==> src/rtl/intc_pkg.sv <==
// Shared types and helpers for the interrupt controller: FSM state encoding,
// default source count and a lowest-index priority picker.
package intc_pkg;

    typedef enum logic [1:0] {
        ST_IDLE    = 2'd0,
        ST_REQ     = 2'd1,
        ST_ACK     = 2'd2,
        ST_RELEASE = 2'd3
    } intc_state_e;

    localparam int N_SRC_DEFAULT = 4;

    // Lowest set index wins; an all-zero vector returns 0.
    function automatic logic [3:0] prio_first(input logic [15:0] v);
        logic [3:0] idx;
        idx = '0;
        for (int i = 15; i >= 0; i--) begin
            if (v[i]) idx = 4'(i);
        end
        return idx;
    endfunction

endpackage

==> src/rtl/irq_edge_latch.sv <==
// Rising-edge capture of request levels into sticky pending bits.
// A set and a clear landing in the same cycle resolve in favour of the set.
module irq_edge_latch #(
    parameter int WIDTH = 1
) (
    input  logic             clk,
    input  logic             rst_n,
    input  logic [WIDTH-1:0] req,
    input  logic [WIDTH-1:0] clr,
    output logic [WIDTH-1:0] pend
);

    logic [WIDTH-1:0] prev_q, prev_d;
    logic [WIDTH-1:0] pend_q, pend_d;

    always_comb begin
        prev_d = req;
        pend_d = (pend_q & ~clr) | (req & ~prev_q);
    end

    always_ff @(posedge clk or negedge rst_n) begin
        if (!rst_n) begin
            prev_q <= '0;
            pend_q <= '0;
        end else begin
            prev_q <= prev_d;
            pend_q <= pend_d;
        end
    end

    assign pend = pend_q;

endmodule

==> src/rtl/interrupt_controller.sv <==
// Arbitrates pending device/NMI requests and runs the CPU acknowledge handshake.
//   state   | meaning
//   IDLE    | no service; pick NMI first, else lowest enabled pending source
//   REQ     | line asserted, waiting for respond=1
//   ACK     | line asserted, waiting for respond=0 (end of handler)
//   RELEASE | lines low for one cycle so the CPU can return to idle
module interrupt_controller
    import intc_pkg::*;
#(
    parameter int N_SRC = N_SRC_DEFAULT,
    parameter int ID_W  = (N_SRC > 1) ? $clog2(N_SRC) : 1
) (
    input  logic             clk,
    input  logic             rst_n,
    input  logic [N_SRC-1:0] irq_req,
    input  logic             nmi_req,
    input  logic [N_SRC-1:0] irq_mask,
    input  logic             respond,
    output logic             interrupt,
    output logic             non_maskable_int,
    output logic [ID_W-1:0]  irq_id,
    output logic [N_SRC-1:0] pending,
    output logic             in_service
);

    intc_state_e      state_q, state_d;
    logic             sel_nmi_q, sel_nmi_d;
    logic [ID_W-1:0]  sel_id_q, sel_id_d;
    logic             int_q, int_d;
    logic             nmi_q, nmi_d;
    logic             svc_q, svc_d;

    logic             nmi_pend;
    logic [N_SRC-1:0] clr_irq;
    logic             clr_nmi;
    logic [N_SRC-1:0] cand_vec;
    logic [ID_W-1:0]  cand_id;

    irq_edge_latch #(.WIDTH(N_SRC)) u_irq_latch (
        .clk   (clk),
        .rst_n (rst_n),
        .req   (irq_req),
        .clr   (clr_irq),
        .pend  (pending)
    );

    irq_edge_latch #(.WIDTH(1)) u_nmi_latch (
        .clk   (clk),
        .rst_n (rst_n),
        .req   (nmi_req),
        .clr   (clr_nmi),
        .pend  (nmi_pend)
    );

    assign cand_vec = pending & irq_mask;
    assign cand_id  = ID_W'(prio_first(16'(cand_vec)));

    always_comb begin
        state_d   = state_q;
        sel_nmi_d = sel_nmi_q;
        sel_id_d  = sel_id_q;
        int_d     = int_q;
        nmi_d     = nmi_q;
        svc_d     = svc_q;
        clr_irq   = '0;
        clr_nmi   = 1'b0;
        case (state_q)
            ST_IDLE: begin
                if (nmi_pend) begin
                    state_d   = ST_REQ;
                    sel_nmi_d = 1'b1;
                    nmi_d     = 1'b1;
                    svc_d     = 1'b1;
                end else if (|cand_vec) begin
                    state_d   = ST_REQ;
                    sel_nmi_d = 1'b0;
                    sel_id_d  = cand_id;
                    int_d     = 1'b1;
                    svc_d     = 1'b1;
                end
            end
            ST_REQ: begin
                if (respond) state_d = ST_ACK;
            end
            ST_ACK: begin
                // Handler finished: retire the serviced request and drop the line.
                if (!respond) begin
                    state_d = ST_RELEASE;
                    int_d   = 1'b0;
                    nmi_d   = 1'b0;
                    svc_d   = 1'b0;
                    if (sel_nmi_q) clr_nmi = 1'b1;
                    else           clr_irq = N_SRC'(1) << sel_id_q;
                end
            end
            ST_RELEASE: state_d = ST_IDLE;
            default:    state_d = ST_IDLE;
        endcase
    end

    always_ff @(posedge clk or negedge rst_n) begin
        if (!rst_n) begin
            state_q   <= ST_IDLE;
            sel_nmi_q <= 1'b0;
            sel_id_q  <= '0;
            int_q     <= 1'b0;
            nmi_q     <= 1'b0;
            svc_q     <= 1'b0;
        end else begin
            state_q   <= state_d;
            sel_nmi_q <= sel_nmi_d;
            sel_id_q  <= sel_id_d;
            int_q     <= int_d;
            nmi_q     <= nmi_d;
            svc_q     <= svc_d;
        end
    end

    assign interrupt        = int_q;
    assign non_maskable_int = nmi_q;
    assign irq_id           = sel_id_q;
    assign in_service       = svc_q;

endmodule

==> config.mk <==
export PLATFORM = sky130hd
export DESIGN_NAME = interrupt_controller
export DESIGN_NICKNAME = d
export VERILOG_FILES = /design/src/rtl/intc_pkg.sv /design/src/rtl/irq_edge_latch.sv /design/src/rtl/interrupt_controller.sv
export SDC_FILE = /design/constraint.sdc
export NUM_CORES = 1
export LEC_CHECK = 0
export BUFFER_PORTS_ARGS = -buffer_cell sky130_fd_sc_hd__buf_2
export CORE_MARGIN = 2
export CORE_UTILIZATION = 54
export CTS_CLUSTER_SIZE = 8
export DETAILED_ROUTE_END_ITERATION = 16
export GPL_TIMING_DRIVEN = 0
export PLACE_DENSITY = 0.81
export RECOVER_POWER = 50
export SETUP_SLACK_MARGIN = 0.1
export SYNTH_ARGS = -nofsm -noshare
export SYNTH_HDL_FRONTEND = slang
export SYNTH_SLANG_ARGS = --single-unit
==> constraint.sdc <==
create_clock -name clk -period 3.2 [get_ports clk]
set_clock_uncertainty 0.2 [all_clocks]
set_input_delay 0.64 -clock clk [delete_from_list [all_inputs] [get_ports clk]]
set_output_delay 0.64 -clock clk [all_outputs]
set_load 0.02 [all_outputs]
; ---- Word-level counts from Yosys, hierarchy flattened
; Index checks and enable logic that the tools add are counted.
[classes]
reduce_logical = 10
n_eq_ne = 9
muxes = 25
n_bitwise = 12
shifts = 1
[ops]
columns = cell, n
row1 = $mux 2, 8
row2 = $and 4x4->4, 3
row3 = $mux 4, 3
row4 = $reduce_and 3->1, 4
row5 = $mux 1, 10
row6 = $ne 2x2->1 const B, 4
row7 = $not 4->4, 2
row8 = $pmux 2 s4, 1
row9 = $pmux 1 s2, 3
row10 = $eq 2x2->1 const B, 2
row11 = $or 4x4->4, 1
row12 = $reduce_and 4->1, 1
row13 = $reduce_bool 2->1, 2
row14 = $reduce_or 4->1, 1
row15 = $shl 1x2->4 const A, 1
row16 = $ne 3x2->1 const B, 1
row17 = $not 1->1, 3
row18 = $and 1x1->1, 2
row19 = $eq 2x1->1 const B, 1
row20 = $logic_not 2->1, 1
row21 = $ne 2x1->1 const B, 1
row22 = $reduce_and 2->1, 1
row23 = $or 1x1->1, 1
[totals]
wordCells = 67
output_inout_bits = 9
input_bits = 12
reg_bits = 18

; ---- Logic depth before layout (Yosys ltp)
; Gate-level depths: netlist (run 1).
[depth]
ltp_word = 7
depth_mapped = 6
depth_no_buf = 6

; ---- Hierarchy
; From an unflattened synthesis (run 1), not the netlist that was laid out.
[unflattened]
cells_unflattened = 81
hier_area_um2 = 899.6
[modules_own_cells]
columns = module, seq_area_each_um2, instances, cells_per_inst, area_each_um2
row1 = interrupt_controller, 200.2, 1, 56, 549.3
row2 = irq_edge_latch (u_irq_latch), 200.2, 1, 20, 280.3
row3 = irq_edge_latch (u_nmi_latch), 50.0, 1, 5, 70.1

; ---- Worst setup path after synthesis (run 1)
; No wires, ideal clock.
[synth_path]
path_type = input-to-reg
from = input port irq_mask[2]
to = register sel_id_q[0], in the netlist irq_id[0]
required_time_ps = 2872
setup_ps = 128
path_stages = 4
t_arrival_ps = 1517
n_path_buf = 0
path_slack_ps = 1356
cell_sequence = a22o_2 -> or2_4 -> nand2_2 -> mux2_1
[synth_between]
elab_chain_len = 4
elab_cells_between_ends = 6
cone_classes = 3 x mux / 1 x bitwise / 2 x reduce/logical
[synth_lines]
columns = item, line_no
row1 = "start, declared", interrupt_controller.sv:17  ; input logic [N_SRC-1:0] irq_mask,
row2 = $and 4x4->4 (*), interrupt_controller.sv:55  ; assign cand_vec = pending & irq_mask;
row3 = $mux 2 (3 in series), intc_pkg.sv:19  ; if (v[i]) idx = 4'(i);
row4 = "end signal, assigned", interrupt_controller.sv:112  ; sel_id_q <= sel_id_d;
row5 = "end, declared", interrupt_controller.sv:28  ; logic [ID_W-1:0] sel_id_q, sel_id_d;
; Every way passes the cells marked *; elsewhere a longest branch is shown, timed or not.
; A chain may end at the register's enable or synchronous reset.

; ---- Final worst setup path (run 1)
[layout_path]
from = register state_q[0]
to = register state_q[1]
[layout_between]
elab_chain_len = 3
elab_cells_between_ends = 9
cone_classes = 6 x eq/ne / 1 x mux / 2 x reduce/logical
[layout_lines]
columns = item, line_no
row1 = "start, declared", interrupt_controller.sv:26  ; intc_state_e state_q, state_d;
row2 = "start signal, assigned", interrupt_controller.sv:110  ; state_q <= state_d;
row3 = $eq 2x2->1 (tied with other cells), interrupt_controller.sv:67  ; case (state_q)
row4 = $ne 2x2->1 (no source line) / $ne 3x2->1 (equally long branches), --
row5 = $reduce_and 3->1 (no source line), --
; Several ways; a longest one is shown, not always the timed one.

==> results of run 1 <==
layout make-up:
| cell class | count | area, sq um | share of cell area |
|---|---|---|---|
| plain buffers | 1 | 5.005 | 0.005096 |
| multi-input cells | 47 | 356.6 | 0.3631 |
| flip-flops and latches | 18 | 450.4 | 0.4586 |
| well taps | 16 | 20.02 | 0.02038 |
| inverters | 8 | 30.03 | 0.03057 |
| repair buffers | 20 | 97.59 | 0.09936 |
| clock buffers | 3 | 22.52 | 0.02293 |
sequential cells by signal (all words and copies together) (netlist names):
register / count
sel_nmi_q: 1
non_maskable_int: 1
u_irq_latch.pend: 4
irq_id: 2
interrupt: 1
u_nmi_latch.prev_q: 1
u_nmi_latch.pend: 1
u_irq_latch.prev_q: 4
in_service: 1
state_q: 2
metrics by stage:
step	power (W)	util	hold slack, ps
2_1_floorplan	0.0006283	-	144.4
3_3_place_gp	0.0007139	0.6462	204.9
3_5_place_dp	0.0007330	0.6462	208.0
4_1_cts	0.0008420	0.6613	61.49
5_1_grt	0.0008973	0.6597	242.8
6_report	0.0008354	0.6597	218.4
layer usage:
layer  vias to the layer above  share of wire
li1                        317              -
met4                         0          0.024
met1                       300           0.46
met2                        14           0.48
met3                         5          0.042
met5                         -              0
placed cells by master, fill, tap and decap left out:
master / n
buf_2: 19
dfrtp_1: 18
o21ai_0: 9
inv_1: 8
nand2_1: 7
a21oi_1: 4
a22o_1: 3
ha_1: 3
clkbuf_4: 3
o221ai_1: 2
o31ai_1: 2
clkbuf_1: 2
nand2b_1: 1
o41ai_1: 1
nor3b_1: 1
nand3b_1: 1
nand3_1: 1
nor2b_4: 1
a22o_4: 1
a22o_2: 1
or2_4: 1
nor2b_1: 1
nor2_4: 1
a221oi_2: 1
o32a_1: 1
mux2_4: 1
a32oi_1: 1
nand2_2: 1
mux2_1: 1
kinds of logic (layout without fill, tap and decap cells):
group,count (synthesis),in the layout,share of synthesized area
AOI/OAI and AO/OA,26,26,0.2303
DFF,18,18,0.5349
and+or+nand+nor,16,16,0.1174
buffers and inverters,9,32,0.04160
adders and majority gates,3,3,0.04458
muxes,2,2,0.03120
worst max-delay path: cells and delay by family, from the launching register on:
kind            cells  cell delay, ps
mux                 1             330
simple gates        1             150
buf+inv             2             230
compound gates      1             310
flops               1             380
fa+ha+maj           1             180
report_power, final:
part           switching, W  total, W  internal [W]
Sequential        0.0000752  0.000373      0.000298
Combinational      0.000189  0.000352      0.000163
Clock             0.0000661  0.000110     0.0000438
Total              0.000331  0.000835      0.000505
worst max path at each step:
stage / start / endpoint / slack, ps
2_1_floorplan: irq_mask[2] / irq_id[0] / 1360
3_3_place_gp: irq_mask[2] / irq_id[0] / 1200
3_5_place_dp: irq_mask[2] / irq_id[0] / 1200
4_1_cts: state_q[0] / state_q[1] / 1300
5_1_grt: state_q[0] / u_irq_latch.pend[1] / 1160
6_report: state_q[0] / state_q[1] / 1300
==> impl_metrics.env, run 1 <==
export IMPL_cts_tree="built"
export IMPL_yosysTopAreaCell="dfrtp_1"
export IMPL_rr_startpoint="state_q[0]"
export IMPL_r2r_end="state_q[1]"
export IMPL_core_area_sq_mm=0.001489
export IMPL_holdBufCountCts=0
export IMPL_routedWlPerCell_microns=12.41
export IMPL_synthFlopType="dfrtp_1"
export IMPL_setup_viol=0
export IMPL_slowest_stage="dfrtp_1"
export IMPL_cts_htree_levels=1
export IMPL_grt_overflow=0
export IMPL_start_util=0.5655
export IMPL_io_buffers=20
export IMPL_routed_wirelength_mm=1.402
export IMPL_drv_slew=0
export IMPL_fmax_ghz=0.5274
export IMPL_track_usage=0.1694
export IMPL_synth_cell_types=27
export IMPL_rsz0062_at_grt="no"
export IMPL_power_density_mw_per_mm2=850.6
export IMPL_cpPeakStageDelay_ps=380
export IMPL_arrival_ps=1880
export IMPL_worst_pin_slew_ps=893.3
export IMPL_postCtsSetupRepairBufs=0
export IMPL_grt_antenna_before_repair=0
export IMPL_hold_violations=0
export IMPL_grt_pass1_wl_mm=2.339
export IMPL_crit_chain="inv_1 -> ha_1 -> buf_2 -> nor2b_4 -> a221oi_2 -> mux2_4"
export IMPL_ys_top_cells_by_area="dfrtp_1 53%, o21ai_0 5.3%, ha_1 4.5%"
export IMPL_critPathMaxFanout=9
export IMPL_antenna_cells=0
export IMPL_gr_usage_met3=0.03750
export IMPL_synthDominantCellAreaShare=0.5349
export IMPL_period_minus_slack_ps=1896
export IMPL_setup_tns_final_ps=0
export IMPL_grt_pass1_vias=579
export IMPL_viasPerCell=5.628
export IMPL_startpoint_type="flip-flop"
export IMPL_routabilityCongestion=0.6871
export IMPL_root_buffer="clkbuf_4"
export IMPL_max_slew_margin_rel=0.4045
export IMPL_die_h_microns=43.49
export IMPL_ios=21
export IMPL_syn2layout_area_growth_pct=16.64
export IMPL_fillCellCount=119
export IMPL_ant_nets=0
export IMPL_cts_buffers=3
export IMPL_rows=14
export IMPL_synth_most_common_cell="dfrtp_1"
export IMPL_synthArstFlopShare=1.000
export IMPL_end_kind="flip-flop"
export IMPL_clockBufferDepth=2
export IMPL_cts_sinks=18
export IMPL_hold_end="u_irq_latch.pend[0]"
export IMPL_hpwl_mm=1.084
export IMPL_yosysSeqAreaShare=0.5349
export IMPL_power_leakage_nw=0.4532
export IMPL_min_from="u_irq_latch.prev_q[0]"
export IMPL_path_class="reg -> reg"
export IMPL_via_count=636
export IMPL_drc=0
export IMPL_placed_area_sq_um=962.2
export IMPL_grt_max_degree=19
export IMPL_min_path_cells=1
export IMPL_netlist_instances=74
export IMPL_status="finished, final reports clean"
export IMPL_layout_drive_gt1_share=0.3093
export IMPL_use_met2=0.2687
export IMPL_finalNonFillerCells=113
export IMPL_grt_busiest_layer="met2"
export IMPL_period_share=0.5926
export IMPL_finalWorstSetupSlack_ps=1304
export IMPL_yosys_top_cells_count="18 x dfrtp_1, 9 x o21ai_0, 8 x inv_1, 7 x nand2_1, 4 x a21oi_1"
export IMPL_syn_area_sq_um=842.1
export IMPL_synth_warnings=0
export IMPL_drt_pass1_iter_count=4
export IMPL_fp_dieW_microns=43.49
export IMPL_postCtsResizedCells=0
export IMPL_hold_path_class="reg -> reg"
export IMPL_peakVddDrop_mv=0.4375
export IMPL_synth_edf_count=0
export IMPL_layout_nets=114
export IMPL_crit_required_ps=3180
export IMPL_clock_latency_ps=290
export IMPL_ys_ff_latch=18
export IMPL_rr_worst_depth=6
export IMPL_max_cap_violations=0
export IMPL_clk_pin_slew_ps=100
export IMPL_die_area_sq_mm=0.001891
export IMPL_final_cell_area_sq_um=982.2
export IMPL_dpl_cell_count=110
export IMPL_met1_usage=0.2170
export IMPL_synth_fp_nets=89
export IMPL_syn_area_per_cell_sq_um=11.38
export IMPL_ff2ff_setup_slack_ps=1300
export IMPL_drt_iter0_drc=7
export IMPL_pre_cts_ws_ps=1198
Note: power is estimated with default switching activity, not from simulation.
==> run 2, diff against run 1 <==
--- a/config.mk
+++ b/config.mk
@@ -5,13 +5,14 @@
 export SDC_FILE = /design/constraint.sdc
 export NUM_CORES = 1
 export LEC_CHECK = 0
+export ABC_AREA = 1
 export BUFFER_PORTS_ARGS = -buffer_cell sky130_fd_sc_hd__buf_2
 export CORE_MARGIN = 2
-export CORE_UTILIZATION = 54
+export CORE_UTILIZATION = 45
 export CTS_CLUSTER_SIZE = 8
 export DETAILED_ROUTE_END_ITERATION = 16
 export GPL_TIMING_DRIVEN = 0
-export PLACE_DENSITY = 0.81
+export PLACE_DENSITY = 0.72
 export RECOVER_POWER = 50
 export SETUP_SLACK_MARGIN = 0.1
 export SYNTH_ARGS = -nofsm -noshare
==> constraint.sdc (replaced) <==
create_clock -name clk -period 1.6 [get_ports clk]
set_clock_uncertainty 0.2 [all_clocks]
set_input_delay 0.32 -clock clk [delete_from_list [all_inputs] [get_ports clk]]
set_output_delay 0.32 -clock clk [all_outputs]
set_load 0.02 [all_outputs]
==> run 2 against run 1 <==
  * Count of clock-buffer cells in the layout grew 1
  * Critical path depth is the same
  * Via count grew 14%
  * Combinational power grew to 2.5 times the previous value
  * Die area grew 17%
  * Clock power grew to 2.6 times the previous value
  * Non-clock buffer count grew 5
  * Register-to-register slack lost 1200 ps
  * Wire length grew 17%
  * Hold slack lost 120 ps
  * Critical endpoint is now u_irq_latch.pend[0]
==> impl_metrics.env, run 2 <==
export IMPL_routabilityCongestion=0.7899
export IMPL_netlist_instances=98
export IMPL_synthArstFlopShare=1.000
export IMPL_timing_hold_ws_ps=97.63
export IMPL_cts_htree_levels=1
export IMPL_syn_area_per_cell_sq_um=8.490
export IMPL_max_cap_violations=0
export IMPL_syn2layout_area_growth_pct=31.43
export IMPL_grt_pass1_vias=670
export IMPL_setup_tns_final_ps=0
export IMPL_ys_top_cells_by_area="dfrtp_1 54%, nand2_1 11%, inv_1 7.7%"
export IMPL_synth_edf_count=0
export IMPL_cts_tree="built"
export IMPL_synth_warnings=0
export IMPL_core_area_sq_mm=0.001727
export IMPL_layout_nets=144
export IMPL_grt_antenna_before_repair=0
export IMPL_routedWlPerCell_microns=10.74
export IMPL_rows=15
export IMPL_crit_required_ps=1600
export IMPL_ys_ff_latch=18
export IMPL_setup_viol=0
export IMPL_clock_latency_ps=300
export IMPL_drt_pass1_iter_count=4
export IMPL_synthDominantCellAreaShare=0.5414
export IMPL_clk_pin_slew_ps=100
export IMPL_cts_sinks=18
export IMPL_final_common_cell="nand2_1"
export IMPL_peakVddDrop_mv=0.8350
export IMPL_drv_slew=0
export IMPL_synth_most_common_cell="nand2_1"
export IMPL_grt_overflow=0
export IMPL_grt_pass1_wl_mm=2.580
export IMPL_io_buffers=20
export IMPL_die_area_sq_mm=0.002209
export IMPL_viasPerCell=4.739
export IMPL_crit_chain="inv_2 -> ha_4 -> inv_2 -> or2_4 -> o21ai_1 -> o21ai_1"
export IMPL_die_h_microns=47
export IMPL_hpwl_mm=1.161
export IMPL_synth_cell_types=15
export IMPL_antenna_cells=0
export IMPL_fp_dieW_microns=47
export IMPL_ant_nets=0
export IMPL_power_leakage_nw=0.5457
export IMPL_power_density_mw_per_mm2=1746
export IMPL_critPathMaxFanout=6
export IMPL_yosys_top_cells_count="25 x nand2_1, 18 x dfrtp_1, 17 x inv_1, 9 x o21ai_0, 7 x nand3_1"
export IMPL_cts_buffers=3
export IMPL_startpoint_type="flip-flop"
export IMPL_root_buffer="clkbuf_4"
export IMPL_yosysTopAreaCell="dfrtp_1"
export IMPL_path_class="reg -> reg"
export IMPL_start_util=0.4819
export IMPL_final_cell_mix="25 x nand2_1, 18 x dfrtp_1, 15 x buf_2"
export IMPL_postCtsSetupRepairBufs=0
export IMPL_synthFlopType="dfrtp_1"
export IMPL_drc=0
export IMPL_layout_drive_gt1_share=0.2656
export IMPL_ios=21
export IMPL_routed_wirelength_mm=1.643
export IMPL_rr_worst_depth=6
export IMPL_via_count=725
export IMPL_hold_violations=0
export IMPL_synth_fp_nets=113
export IMPL_period_minus_slack_ps=1507
export IMPL_rsz0062_at_grt="yes"
export IMPL_max_slew_margin_rel=0.7106
export IMPL_end_kind="flip-flop"
export IMPL_syn_area_sq_um=832.0
export IMPL_slowest_stage="dfrtp_1"
export IMPL_grt_max_degree=19
export IMPL_cpPeakStageDelay_ps=420
export IMPL_track_usage=0.1799
export IMPL_arrival_ps=1500
export IMPL_hold_path_class="in -> reg"
export IMPL_min_path_cells=4
export IMPL_clockBufferDepth=2
export IMPL_yosysSeqAreaShare=0.5414
export IMPL_drt_iter0_drc=12
export IMPL_status="finished, final reports clean"
export IMPL_period_share=0.9418
export IMPL_fmax_ghz=0.6636
export IMPL_worst_pin_slew_ps=434.1
[run 2: worst paths after layout]
| kind | startpoint | end | slack, ps |
|---|---|---|---|
| setup / recovery | state_q[0] | u_irq_latch.pend[0] | 90 |
| hold / removal | irq_mask[0] | irq_id[0] | 100 |
| setup reg to reg | state_q[0] | u_irq_latch.pend[0] | 90 |
| min in group asynchronous | rst_n | non_maskable_int | 280 |
| hold reg to reg | u_irq_latch.prev_q[0] | u_irq_latch.pend[0] | 210 |
| max in group asynchronous | rst_n | u_irq_latch.prev_q[2] | 620 |
[run 2: layout make-up]
type	instances	area (sq um)
Sequential cell	18	450.4
Multi-Input combinational cell	62	352.8
Clock buffer	4	36.28
Inverter	18	67.56
Fill cell	151	633.1
Tap cell	25	31.28
Timing Repair Buffer	26	155.1
[run 2: routing by layer]
| layer | global-route usage | wire length, microns |
|---|---|---|
| met2 | 0.2932 | 786 |
| met4 | 0.1444 | 62 |
| met3 | 0.06154 | 52 |
| met1 | 0.1872 | 742 |
| met5 | 0 | 0 |
[run 2: through the flow]
stage | utilization | total power (W) | cells | instance area, sq um | setup WS, ps
floorplan | - | 0.001287 | 98 | 832.0 | 164.0
global placement | 0.5580 | 0.001482 | 143 | 963.4 | 29.11
detailed placement | 0.5580 | 0.001515 | 143 | 963.4 | 20.25
CTS | 0.6283 | 0.001882 | 153 | 1085 | 96.83
global route | 0.6333 | 0.002073 | 153 | 1094 | 22.66
finish | 0.6333 | 0.001909 | 153 | 1094 | 93.09
[run 2: power by group]
part,switching [W],leakage (nW),internal [W]
registers,0.000123,0.200,0.000606
logic,0.000548,0.325,0.000347
clock network,0.000147,0.0210,0.000139
[run 2: what timing repair did]
item / 4_1_cts / 5_1_grt
pin swaps: 0 / 3
hold buffers: 6 / 0
hold endpoints to repair: 23 / 0
setup endpoints to repair: 8 / 9
gates resized for setup: 5 / 8
[run 2: cell families (layout without fill, tap and decap cells)]
logic type | after synthesis | after routing | synth area share
AOI/OAI and AO/OA | 17 | 17 | 0.1038
adders and majority gates | 3 | 3 | 0.04512
buffers and inverters | 18 | 48 | 0.08120
DFF | 18 | 18 | 0.5414
and+or+nand+nor | 42 | 42 | 0.2286
[run 2: critical path: cells and delay by family (launching register included)]
kind                       cells  cell delay, ps
DFF                            1             420
and+or+nand+nor                1             230
AOI/OAI and AO/OA              2             210
adders and majority gates      1             170
buffers and inverters          2             170
==> run 3, diff against run 2 <==
--- a/config.mk
+++ b/config.mk
@@ -6,13 +6,12 @@
 export NUM_CORES = 1
 export LEC_CHECK = 0
 export ABC_AREA = 1
-export BUFFER_PORTS_ARGS = -buffer_cell sky130_fd_sc_hd__buf_2
-export CORE_MARGIN = 2
-export CORE_UTILIZATION = 45
+export CORE_UTILIZATION = 53
 export CTS_CLUSTER_SIZE = 8
 export DETAILED_ROUTE_END_ITERATION = 16
+export DONT_BUFFER_PORTS = 1
 export GPL_TIMING_DRIVEN = 0
-export PLACE_DENSITY = 0.72
+export PLACE_DENSITY = 0.71
 export RECOVER_POWER = 50
 export SETUP_SLACK_MARGIN = 0.1
 export SYNTH_ARGS = -nofsm -noshare
==> run 3 against run 2 <==
  * Register-to-register slack got worse by 20 ps
  * Clock power fell by 2%
  * Worst setup slack got worse by 25 ps
  * Power rose by 1.9%
  * Maximum frequency fell by 1.6%
  * Sequential share of layout area rose by 2.0 points
  * Final area fell by 4.6%
  * Utilization rose by 12 points
  * Cell count fell by 16%
  * Critical path type unchanged
  * Largest cell class unchanged
  * Largest power group is now registers
==> impl_metrics.env, run 3 (same netlist as run 2, synthesis figures left out) <==
export IMPL_drt_pass1_iter_count=4
export IMPL_grt_pass1_wl_mm=2.787
export IMPL_p_clk_frac=0.144
export IMPL_worstSetupEndpoint="state_q[0]"
export IMPL_drv_slew=0
export IMPL_cts_buffers=3
export IMPL_die_area_sq_mm=0.001732
export IMPL_crit_chain="inv_2 -> ha_4 -> buf_4 -> o21ai_2 -> inv_1 -> nand3_1 -> nand2_1"
export IMPL_layout_nets=130
export IMPL_setup_tns_final_ps=0
export IMPL_fillCellCount=95
export IMPL_syn2layout_area_growth_pct=25.41
export IMPL_grt_antenna_before_repair=0
export IMPL_p_sw_frac=0.4271
export IMPL_clk_pin_slew_ps=100
export IMPL_rows=13
export IMPL_p_comb_frac=0.422
export IMPL_routabilityCongestion=0.8003
export IMPL_grt_max_degree=19
export IMPL_hold_path_class="in -> reg"
export IMPL_hold_violations=0
export IMPL_rsz0062_at_grt="yes"
export IMPL_routedWlPerCell_microns=12.18
export IMPL_end_kind="flip-flop"
export IMPL_antenna_cells=0
export IMPL_seq_area_sq_um=450.4
export IMPL_final_cell_mix="26 x nand2_1, 18 x dfrtp_1, 13 x inv_1"
export IMPL_pre_cts_ws_ps=13.78
export IMPL_status="finished, final reports clean"
export IMPL_power_switching_w=0.0008311
export IMPL_grt_pass1_vias=644
export IMPL_hpwl_mm=1.052
export IMPL_max_cap_violations=0
export IMPL_track_usage=0.2122
export IMPL_cts_sinks=18
export IMPL_final_common_cell="nand2_1"
export IMPL_peakVddDrop_mv=1.105
export IMPL_min_from="irq_mask[0]"
export IMPL_arrival_ps=1520
export IMPL_rr_startpoint="state_q[1]"
export IMPL_cts_htree_levels=1
export IMPL_r2r_end="state_q[0]"
export IMPL_via_count=671
export IMPL_fmax_ghz=0.6530
export IMPL_rr_worst_depth=7
export IMPL_die_h_microns=41.62
export IMPL_p_seq_frac=0.434
export IMPL_root_buffer="clkbuf_4"
export IMPL_crit_required_ps=1590
export IMPL_ios=21
export IMPL_power_density_mw_per_mm2=1865
export IMPL_ff2ff_setup_slack_ps=70
export IMPL_slowest_stage="dfrtp_1"
export IMPL_max_slew_margin_rel=0.4795
export IMPL_io_buffers=0
export IMPL_path_class="reg -> reg"
export IMPL_period_share=0.9572
export IMPL_cpPeakStageDelay_ps=420
export IMPL_clock_latency_ps=290
export IMPL_finalWorstSetupSlack_ps=68.50
export IMPL_viasPerCell=5.202
export IMPL_layout_drive_gt1_share=0.2193
export IMPL_core_area_sq_mm=0.001383
export IMPL_power_leakage_nw=0.5153
export IMPL_drc=0
export IMPL_grt_overflow=0
export IMPL_drt_iter0_drc=8
export IMPL_routed_wirelength_mm=1.571
export IMPL_ant_nets=0
export IMPL_p_int_w=0.001115
export IMPL_fp_dieW_microns=41.62
export IMPL_startpoint_type="flip-flop"
export IMPL_multiInputGateArea_sq_um=356.6
export IMPL_worst_pin_slew_ps=778.2
export IMPL_timing_hold_ws_ps=21.91
export IMPL_critPathMaxFanout=4
export IMPL_cp_startpoint="state_q[1]"
export IMPL_start_util=0.6018
export IMPL_cts_tree="built"
export IMPL_period_minus_slack_ps=1532
export IMPL_clockBufferDepth=2
export IMPL_setup_viol=0
-- run 3: layer usage --
layer | global-route usage | part of all wire | vias to the layer above
met5 | 0 | 0 | -
met3 | 0.05217 | 0.032 | 2
met2 | 0.3469 | 0.51 | 18
li1 | - | - | 338
met4 | 0.07742 | 0.0089 | 0
met1 | 0.2733 | 0.44 | 313
-- run 3: stage by stage --
| stage | cell area (sq um) | std cells | utilization | power, W |
|---|---|---|---|---|
| detailed placement | 850.8 | 113 | 0.6154 | 0.001405 |
| global route | 1044 | 129 | 0.7548 | 0.002115 |
| CTS | 989.7 | 125 | 0.7158 | 0.001793 |
| floorplan | 832.0 | 98 | - | 0.001287 |
| finish | 1044 | 129 | 0.7548 | 0.001946 |
| global placement | 850.8 | 113 | 0.6154 | 0.001388 |
-- run 3: how the worst min path moves through the flow --
stage	endpoint	slack, ps	cells past startpoint
after floorplan	in_service	-180	0
after global placement	irq_id[1]	-180	0
after detailed placement	irq_id[1]	-180	0
after CTS	irq_id[0]	20	3
after global routing	irq_id[0]	40	3
final	irq_id[0]	20	3
-- run 3: worst max-delay path: cells and delay by family, from the launching register on --
family / cells / cell delay (ps)
AOI/OAI and AO/OA: 1 / 170
adders and majority gates: 1 / 170
buffers and inverters: 3 / 310
DFF: 1 / 420
and+or+nand+nor: 2 / 180
-- run 3: cell type report --
cell class                      instances  share of cell area
Sequential cell                        18              0.4317
Timing Repair Buffer                   12              0.1067
Multi-Input combinational cell         62              0.3417
Clock buffer                            4             0.03477
Tap cell                               15             0.01799
Inverter                               18             0.06715
-- run 3: repair_timing --
item / CTS / global route
hold endpoints to repair: 28 / 0
pin swaps: 1 / 5
endpoints found under the setup margin: 6 / 8
gates resized for setup: 5 / 13
hold buffers: 7 / 0
buffers inserted: 1 / 4
-- run 3: power by group through the flow --
stage | logic (W) | registers (W) | clock network [W]
finish | 0.000821 | 0.000844 | 0.000281
global route | 0.000939 | 0.000870 | 0.000306
CTS | 0.000667 | 0.000836 | 0.000289
detailed placement | 0.000559 | 0.000846 | 0
global placement | 0.000545 | 0.000843 | 0
floorplan | 0.000475 | 0.000812 | 0
